$ cat src/rtl/ptw_walk_ctrl.sv
// Sv39 page-table-walk sequencer: fetches PTEs L3->L2->L1, feeds the external PTE checker
// and returns the leaf translation or a fault to the L2-TLB. One walk in flight.
module ptw_walk_ctrl #(
  parameter int unsigned VPN_LEN     = 27,
  parameter int unsigned PPN_LEN     = 44,
  parameter int unsigned PADDR_LEN   = 56,
  parameter int unsigned TIMEOUT_CYC = 256
) (
  input  logic                 clk_i,
  input  logic                 rst_i,
  input  logic                 flush_i,
  input  logic [PPN_LEN-1:0]   satp_ppn_i,
  input  logic                 req_valid_i,
  output logic                 req_ready_o,
  input  logic [VPN_LEN-1:0]   req_vpn_i,
  output logic                 mem_req_valid_o,
  input  logic                 mem_req_ready_i,
  output logic [PADDR_LEN-1:0] mem_req_addr_o,
  input  logic                 mem_ans_valid_i,
  input  logic [63:0]          mem_ans_data_i,
  input  logic                 mem_ans_err_i,
  output logic                 chk_en_o,
  output logic [1:0]           chk_level_o,
  output logic [PPN_LEN-1:0]   chk_ppn_o,
  output logic [7:0]           chk_ctrl_o,
  input  logic [1:0]           chk_exception_i,
  input  logic                 chk_done_i,
  output logic                 ans_valid_o,
  input  logic                 ans_ready_i,
  output logic [PPN_LEN-1:0]   ans_ppn_o,
  output logic [7:0]           ans_ctrl_o,
  output logic [1:0]           ans_level_o,
  output logic [1:0]           ans_exception_o
);

  localparam logic [1:0] LVL_ROOT   = 2'd0;
  localparam logic [1:0] LVL_L3     = 2'd1;
  localparam logic [1:0] LVL_L2     = 2'd2;
  localparam logic [1:0] LVL_L1     = 2'd3;
  localparam logic [1:0] EXC_NONE   = 2'd0;
  localparam logic [1:0] EXC_ACCESS = 2'd2;

  localparam int unsigned CNT_W = (TIMEOUT_CYC > 0) ? $clog2(TIMEOUT_CYC + 1) : 1;
  localparam int unsigned AW    = PPN_LEN + 12;

  typedef enum logic [2:0] {
    S_IDLE, S_CHECK, S_MEM_REQ, S_MEM_WAIT, S_RESP, S_DRAIN
  } state_e;

  state_e             state_q;
  logic [VPN_LEN-1:0] vpn_q;
  logic [CNT_W-1:0]   cnt_q;

  logic [1:0]    next_level_c;
  logic [8:0]    slice_c;
  logic [AW-1:0] pte_addr_c;
  logic          timeout_c;
  logic          cnt_sat_c;
  logic          unused_data_c;

  // Address of the next-level PTE, computed from the table PPN currently held for the checker
  assign next_level_c = (chk_level_o == LVL_L1) ? LVL_L1 : chk_level_o + 2'd1;

  always_comb begin
    slice_c = vpn_q[8:0];
    case (next_level_c)
      LVL_L3:  slice_c = vpn_q[26:18];
      LVL_L2:  slice_c = vpn_q[17:9];
      default: slice_c = vpn_q[8:0];
    endcase
  end

  assign pte_addr_c    = {chk_ppn_o, 12'h000} + AW'({slice_c, 3'b000});
  assign timeout_c     = (TIMEOUT_CYC != 0) && (cnt_q == CNT_W'(TIMEOUT_CYC - 1));
  assign cnt_sat_c     = (cnt_q == CNT_W'(TIMEOUT_CYC));
  assign unused_data_c = ^{mem_ans_data_i[63:54], mem_ans_data_i[9:8]};

  always_ff @(posedge clk_i) begin
    if (rst_i) begin
      state_q         <= S_IDLE;
      req_ready_o     <= 1'b1;
      mem_req_valid_o <= 1'b0;
      chk_en_o        <= 1'b0;
      ans_valid_o     <= 1'b0;
      mem_req_addr_o  <= '0;
      vpn_q           <= '0;
      cnt_q           <= '0;
      chk_level_o     <= LVL_ROOT;
      chk_ppn_o       <= '0;
      chk_ctrl_o      <= '0;
      ans_ppn_o       <= '0;
      ans_ctrl_o      <= '0;
      ans_level_o     <= LVL_ROOT;
      ans_exception_o <= EXC_NONE;
    end else begin
      req_ready_o     <= 1'b0;
      mem_req_valid_o <= 1'b0;
      chk_en_o        <= 1'b0;
      ans_valid_o     <= 1'b0;
      unique case (state_q)
        S_IDLE: begin
          if (flush_i) begin
            req_ready_o <= 1'b1;
          end else if (req_valid_i) begin
            state_q     <= S_CHECK;
            chk_en_o    <= 1'b1;
            vpn_q       <= req_vpn_i;
            chk_ppn_o   <= satp_ppn_i;
            chk_level_o <= LVL_ROOT;
            chk_ctrl_o  <= '0;
          end else begin
            req_ready_o <= 1'b1;
          end
        end
        S_CHECK: begin
          if (flush_i) begin
            state_q     <= S_IDLE;
            req_ready_o <= 1'b1;
          end else if (chk_done_i) begin
            state_q         <= S_RESP;
            ans_valid_o     <= 1'b1;
            ans_level_o     <= chk_level_o;
            ans_exception_o <= chk_exception_i;
            ans_ppn_o       <= (chk_exception_i == EXC_NONE) ? chk_ppn_o : '0;
            ans_ctrl_o      <= (chk_exception_i == EXC_NONE) ? chk_ctrl_o : '0;
          end else begin
            state_q         <= S_MEM_REQ;
            mem_req_valid_o <= 1'b1;
            chk_level_o     <= next_level_c;
            mem_req_addr_o  <= PADDR_LEN'(pte_addr_c);
          end
        end
        S_MEM_REQ: begin
          if (flush_i) begin
            state_q     <= S_IDLE;
            req_ready_o <= 1'b1;
          end else if (mem_req_ready_i) begin
            state_q <= S_MEM_WAIT;
            cnt_q   <= '0;
          end else begin
            mem_req_valid_o <= 1'b1;
          end
        end
        S_MEM_WAIT: begin
          if (flush_i) begin
            // An answer in the flush cycle is consumed; otherwise it is still owed and must be drained
            if (mem_ans_valid_i) begin
              state_q     <= S_IDLE;
              req_ready_o <= 1'b1;
            end else begin
              state_q <= S_DRAIN;
              if (!cnt_sat_c) cnt_q <= cnt_q + CNT_W'(1);
            end
          end else if (mem_ans_valid_i && !mem_ans_err_i) begin
            state_q    <= S_CHECK;
            chk_en_o   <= 1'b1;
            chk_ctrl_o <= mem_ans_data_i[7:0];
            chk_ppn_o  <= mem_ans_data_i[10 +: PPN_LEN];
          end else if (mem_ans_valid_i || timeout_c) begin
            state_q         <= S_RESP;
            ans_valid_o     <= 1'b1;
            ans_level_o     <= chk_level_o;
            ans_exception_o <= EXC_ACCESS;
            ans_ppn_o       <= '0;
            ans_ctrl_o      <= '0;
          end else if (!cnt_sat_c) begin
            cnt_q <= cnt_q + CNT_W'(1);
          end
        end
        S_DRAIN: begin
          if (mem_ans_valid_i || timeout_c) begin
            state_q     <= S_IDLE;
            req_ready_o <= 1'b1;
          end else if (!cnt_sat_c) begin
            cnt_q <= cnt_q + CNT_W'(1);
          end
        end
        S_RESP: begin
          if (flush_i || ans_ready_i) begin
            state_q     <= S_IDLE;
            req_ready_o <= 1'b1;
          end else begin
            ans_valid_o <= 1'b1;
          end
        end
        default: begin
          state_q     <= S_IDLE;
          req_ready_o <= 1'b1;
        end
      endcase
    end
  end

endmodule
$ cat config.mk
export PLATFORM = sky130hd
export DESIGN_NAME = ptw_walk_ctrl
export DESIGN_NICKNAME = d
export VERILOG_FILES = /design/src/rtl/ptw_walk_ctrl.sv
export SDC_FILE = /design/constraint.sdc
export NUM_CORES = 1
export LEC_CHECK = 0
export ABC_AREA = 1
export ABC_CLOCK_PERIOD_IN_PS = 5350
export BUFFER_PORTS_ARGS = -buffer_cell sky130_fd_sc_hd__buf_4
export CAP_MARGIN = 20
export CELL_PAD_IN_SITES_DETAIL_PLACEMENT = 1
export CELL_PAD_IN_SITES_GLOBAL_PLACEMENT = 1
export CORE_MARGIN = 2
export CORE_UTILIZATION = 37
export CTS_CLUSTER_SIZE = 30
export DETAILED_ROUTE_END_ITERATION = 8
export GPL_TIMING_DRIVEN = 0
export PLACE_DENSITY_LB_ADDON = 0.08
export SKIP_LAST_GASP = 1
export SLEW_MARGIN = 20
export SYNTH_ARGS = -nofsm -noshare
export SYNTH_HDL_FRONTEND = slang
export SYNTH_SLANG_ARGS = --single-unit
$ cat constraint.sdc
create_clock -name clk_i -period 5.35 [get_ports clk_i]
set_clock_uncertainty 0.15 [all_clocks]
set_input_delay 0.8025 -clock clk_i [delete_from_list [all_inputs] [get_ports clk_i]]
set_output_delay 0.8025 -clock clk_i [all_outputs]
set_load 0.005 [all_outputs]
Yosys cells after proc, flatten, opt, wreduce, memory -nomap -nowiden:

Index checks and enable logic that the tools add are counted.

* flip-flop bits (word level): 209
* latch bits: 0
* bits in writable memories: 0
* memory bits (read-only): 0
* output and inout bits: 170
* logic and storage cells: 153
* memories: 0

* add/subtract/negate cells: 3
* $mul: 0
* divide/modulo/power cells: 0
* magnitude comparators: 0
* eq/ne operators: 27
* shift operators: 0
* mux-type cells: 88
* bitwise gates (word level): 2
* reductions and logical operators: 18

Operators by type and width (number)
* $mux W44: 10
* $pmux W44 S2: 2
* $mux W8: 10
* $mux W9: 7
* $add A56 B12 Y56: 1
* $mux W3: 12
* $pmux W8 S2: 2
* $mux W2: 15
* $pmux W9 S3: 1
* $ne A2 B2 Y1 const B: 13
* $mux W1: 20
* $pmux W3 S6: 1
* $pmux W9 S2: 1
* $reduce_and A5 Y1: 3
* $pmux W2 S2: 3
* $reduce_and A6 Y1: 2
* $add A9 B1 Y9 const B: 1
* $eq A9 B8 Y1 const B: 1
* $eq A9 B9 Y1 const B: 1
* $ne A3 B3 Y1 const B: 3
* $eq A3 B2 Y1 const B: 2
* $eq A3 B3 Y1 const B: 2
* $reduce_and A3 Y1: 2
* $reduce_bool A2 Y1: 3
* 16 further kinds: 20

Longest topological paths before layout:

* word-level depth: 6
* gate-level depth with buffers: 14
* depth with buffers taken out: 14

Worst setup path after synthesis:

No wires, ideal clock.

* kind: flip-flop to flip-flop
* start point: register cnt_q[0]
* end point: register ans_ppn_o[13]
* setup time: 117 ps
* arrival time: 1894 ps
* required time: 5083 ps
* setup slack: 3189 ps
* cell stages (with the launch flop): 14
* path buffers: 2
* clock period less this slack: 2161 ps
* path through: dfxtp_1 > ha_1 > nand2_1 > nor3_1 > nand2_1 > nor2_1 > ha_1 > nor2_2 > o21ai_4 > inv_2 > buf_6 > buf_6 > a21oi_1 > nor2_1

* word-level cells in the longest chain between the ends: 4

RTL lines
* start: declaration: RTL line 52 `logic [CNT_W-1:0] cnt_q;`
* start signal: assignment: RTL line 152 `if (!cnt_sat_c) cnt_q <= cnt_q + CNT_W'(1);`
* start signal: assignment: RTL line 167 `cnt_q <= cnt_q + CNT_W'(1);`
* start signal: assignment: RTL line 175 `cnt_q <= cnt_q + CNT_W'(1);`
* $eq A9 B8 Y1: RTL line 74 `assign timeout_c = (TIMEOUT_CYC != 0) && (cnt_q == CNT_W'(TIMEOUT_CYC - 1));`
* $logic_or A1 B1 Y1: RTL line 159 `end else if (mem_ans_valid_i || timeout_c) begin`
* $ne A2 B2 Y1 (no line)
* $reduce_and A6 Y1 (no line)
* end signal: assignment: RTL line 124 `ans_ppn_o <= (chk_exception_i == EXC_NONE) ? chk_ppn_o : '0;`
* end: declaration: RTL line 30 `output logic [PPN_LEN-1:0] ans_ppn_o,`

No other way between the ends.
A chain may end at the register's enable or synchronous reset.

Final worst setup path:

* start point: register cnt_q[0]
* end point: register ans_ppn_o[4]

The elaborated chain is that of the path after synthesis.

==> results.txt <==
The quantity of I/O buffers inserted on ports works out to 299. The H-tree depth is 1, and the total iterations of the first detailed-routing run is 4. The max-capacitance violation count is 0. Wires add up to 33900 um. The floorplan has 57 rows. In the post-synthesis netlist, the biggest area contributors are sky130_fd_sc_hd__dfxtp_1 (46%), sky130_fd_sc_hd__nor2_1 (13%), sky130_fd_sc_hd__o21ai_0 (10%).

The number of DRC violations after detailed routing was 0; the via-per-instance ratio was 4.86. The data required time of the critical path was 5.64 ns. For this design the ratio of total power to cell area is 389 nW/um^2.

Counting every instance in the synthesized netlist gives 1259. The tools report the endpoint type of the worst setup path as a register. Adding up every negative setup slack in the final design gives 0 ns. The synthesized-area fraction occupied by ao, oa, aoi and oai cells is 0.167, and the arrival time reported for the critical path endpoint is 3.01 ns.

The synthesized design contains 206 register bits. In this run, CTS created clock tree buffers numbering 23. For this block, the initial DRC count from the detailed router was 422. The I/O pin count is 316. The startpoint type of the worst setup path was a register.

Post-CTS timing repair inserted 0 buffers for setup. The average footprint of a synthesized cell is 7.15 sq um. The number of hold buffers added after CTS was 0.

Worst slack on hold paths: 0.325 ns. The pin count of the biggest net entering global routing was 13. The logs give 0.51 ns for the clock insertion delay at the later pin of the skew report and 52300 um for the global-route wire length before repair. TritonCTS built the clock tree. In the layout the commonest cells are sky130_fd_sc_hd__buf_4 (356), sky130_fd_sc_hd__nor2_1 (320), sky130_fd_sc_hd__nand2_1 (232), sky130_fd_sc_hd__dfxtp_1 (206), sky130_fd_sc_hd__o21ai_0 (183). The simple-gate portion of the synthesized area is 0.266.

For this run, the post-layout net count is 1734. After synthesis, the largest family of logic cells by area is simple AND/OR/NAND/NOR gates. The tools report the final setup slack of the worst path as 2.63 ns. Relative to the synthesized area, the layout overhead comes to 37.5%. The initial standard-cell utilization of the core was 0.374.

The logs give 0 for the residual overflow from global routing and 0.458 for the sequential-to-total area share from yosys stat. The maximum buffer depth of the clock tree was 3; the count of placed standard cells including taps was 1884. The via count of the first global-routing pass is 9546, and the top cell type's share of synthesized area is 0.458. The floorplan die area is 25600 sq um, and the fmax is 367 MHz.

The number of different library cells used by synthesis comes to 36. In this run the clock root is driven by a sky130_fd_sc_hd__clkbuf_16. The count of endpoints failing hold in the final timing report is 0. During synthesis, Yosys emitted a total of 0 warnings. The congestion estimate from routability-driven global placement came to 0.800. Setup repair after global routing left no endpoint under its margin. The run finished with clean final reports.

In this run the standard cell core region covers 24100 sq um. The initial antenna violation count is 0, and the clock net sink count is 206. The synthesized netlist occupies a cell area of 9000 sq um. The share of synthesized cell area in full adder, half adder and majority cells was 0.00417; the die boundary width was 160 um. Summing internal, switching and leakage power gives 4.81 mW.

For the total global routing track utilization, the log shows 0.257. IR analysis of the VDD net gives a maximum drop of 0.278 mV. After clock tree synthesis, the repair step resized 0 gates. The fraction of final layout cells with drive strength greater than 1 came out at 0.289.

The multiplexer fraction of the synthesized cell area was 0. Number of max-slew violations in the final report: 0. For the pin with the worst max-slew slack, the measured transition is 0.818 ns. The parity-gate share of the synthesized area counting xor and xnor cells came out at 0. The share of the cycle needed by the critical path after routing was 0.509; the clock-pin slew on the worst setup and hold paths was 0.06 ns. The kind of critical path is reg2reg. Timing analysis after detailed placement gives a worst setup slack of 2.47 ns.

The relative max-transition margin was 0.452. Setup violations remaining at the end of the flow were counted as 0. The repair_antennas step left the layout with diodes totalling 0.

Once detailed placement completed, the half-perimeter wirelength came to 25400 um. The critical-path maximum fanout is 10. The routed design could run at a clock period as short as 2.72 ns.

The tightest min-delay check is of the reg2reg type. Of all cell types, the one taking the most synthesized area is sky130_fd_sc_hd__dfxtp_1. The static leakage was 5.92 nW. The most frequent standard cell in the layout excluding fill and tap cells was sky130_fd_sc_hd__buf_4. After detailed routing, the average wire length per cell comes to 17.6 um.

The count of non-filler cells in the finished layout was 1923; the height of the die was 160 um. The number of nets with antenna violations after routing was 0. The run gives 9348 as the count of vias placed by the detailed router.
[flip-flops by register name, summed over array words and instances, names as in the netlist]
register,count
mem_req_addr_o,53
cnt_q,9
ans_exception_o,2
chk_ctrl_o,8
ans_ctrl_o,8
req_ready_o,1
ans_valid_o,1
chk_level_o,2
state_q,3
chk_ppn_o,44
mem_req_valid_o,1
ans_ppn_o,44
chk_en_o,1
ans_level_o,2
vpn_q,27
[cell families after synthesis]
| family | count (synthesis) |
|---|---|
| flip-flops | 206 |
| AND/OR/NAND/NOR | 604 |
| AO/OA/AOI/OAI | 284 |
| other | 1 |
| adder cells (fa/ha/maj) | 3 |
| buffers and inverters | 161 |
[metrics by stage]
stage                util  cell area (sq um)
finish              0.514              12400
global route        0.514              12400
CTS                 0.514              12400
detailed placement  0.484              11700
global placement    0.484              11700
floorplan               -               9010
[layout make-up]
cell class              instances  area [sq um]
multi-input cells             894          3950
clock buffers                  34           687
flip-flops and latches        206          4120
plain buffers                 127           811
clock inverters                 5          33.8
inverters                      34           130
repair buffers                299          2240
well taps                     324           405
fillers                      3149         11700
[Yosys cell counts]
master,instances
sky130_fd_sc_hd__nor3_1,2
sky130_fd_sc_hd__a21oi_1,72
sky130_fd_sc_hd__nor3_2,1
sky130_fd_sc_hd__nor2_2,3
sky130_fd_sc_hd__o211ai_2,1
sky130_fd_sc_hd__nand3_2,3
sky130_fd_sc_hd__nand2_1,232
sky130_fd_sc_hd__ha_1,3
sky130_fd_sc_hd__and2_1,1
sky130_fd_sc_hd__a31oi_1,3
sky130_fd_sc_hd__nand2_4,1
sky130_fd_sc_hd__buf_1,1
sky130_fd_sc_hd__nor2_1,320
sky130_fd_sc_hd__clkinv_1,1
sky130_fd_sc_hd__o21ai_0,183
sky130_fd_sc_hd__clkbuf_1,33
sky130_fd_sc_hd__nand2_2,3
sky130_fd_sc_hd__o21a_1,1
sky130_fd_sc_hd__inv_1,25
sky130_fd_sc_hd__nor2_4,1
sky130_fd_sc_hd__buf_2,24
sky130_fd_sc_hd__a22oi_1,3
sky130_fd_sc_hd__a21boi_0,1
sky130_fd_sc_hd__inv_2,7
sky130_fd_sc_hd__buf_6,12
sky130_fd_sc_hd__o21ai_4,1
sky130_fd_sc_hd__nand3_1,30
sky130_fd_sc_hd__a21oi_2,12
sky130_fd_sc_hd__nand3b_1,1
sky130_fd_sc_hd__nor2_8,1
sky130_fd_sc_hd__dfxtp_1,206
sky130_fd_sc_hd__o21ai_1,7
sky130_fd_sc_hd__buf_4,57
sky130_fd_sc_hd__conb_1,1
sky130_fd_sc_hd__nand4_1,5
sky130_fd_sc_hd__inv_4,1
[metal layers]
metal | part of all wire | wire [um] | GRT usage | vias to the layer above
met5 | 0 | 0 | 0 | -
met4 | 0.031 | 1060 | 0.0790 | 0
met3 | 0.054 | 1830 | 0.0517 | 56
met2 | 0.49 | 16700 | 0.463 | 231
met1 | 0.42 | 14300 | 0.308 | 4396
li1 | - | - | - | 4665
[worst max-delay path, cell delays in order (launching register included)]
cell and delay [ns]:
sky130_fd_sc_hd__dfxtp_1 0.41, sky130_fd_sc_hd__ha_1 0.23, sky130_fd_sc_hd__nand2_1 0.11, sky130_fd_sc_hd__nor3_1 0.35, sky130_fd_sc_hd__nand2_1 0.09, sky130_fd_sc_hd__nor2_1 0.12, sky130_fd_sc_hd__ha_1 0.18, sky130_fd_sc_hd__nor2_2 0.10
sky130_fd_sc_hd__o21ai_4 0.22, sky130_fd_sc_hd__clkbuf_1 0.36, sky130_fd_sc_hd__o21ai_0 0.17, sky130_fd_sc_hd__nor2_1 0.16
[where the power goes]
group | leakage [nW] | switching [mW] | total [mW] | internal [mW]
clock network | 0.351 | 0.643 | 1.53 | 0.884
registers | 1.68 | 0.163 | 1.92 | 1.76
logic | 3.89 | 0.755 | 1.36 | 0.609
[path summary, 6_finish.rpt]
kind / from / to / slack, ns / depth (start not counted)
setup / recovery: cnt_q[0]$_SDFFE_PP0P_ / ans_ppn_o[4]$_SDFFE_PP0P_ / 2.63 / 11
hold reg to reg: mem_req_addr_o[11]$_SDFFE_PP0P_ / mem_req_addr_o[11]$_SDFFE_PP0P_ / 0.32 / 2
setup reg to reg: cnt_q[0]$_SDFFE_PP0P_ / ans_ppn_o[4]$_SDFFE_PP0P_ / 2.63 / 11
hold / removal: mem_req_addr_o[11]$_SDFFE_PP0P_ / mem_req_addr_o[11]$_SDFFE_PP0P_ / 0.32 / 2
(Power assumes the default switching activity.)
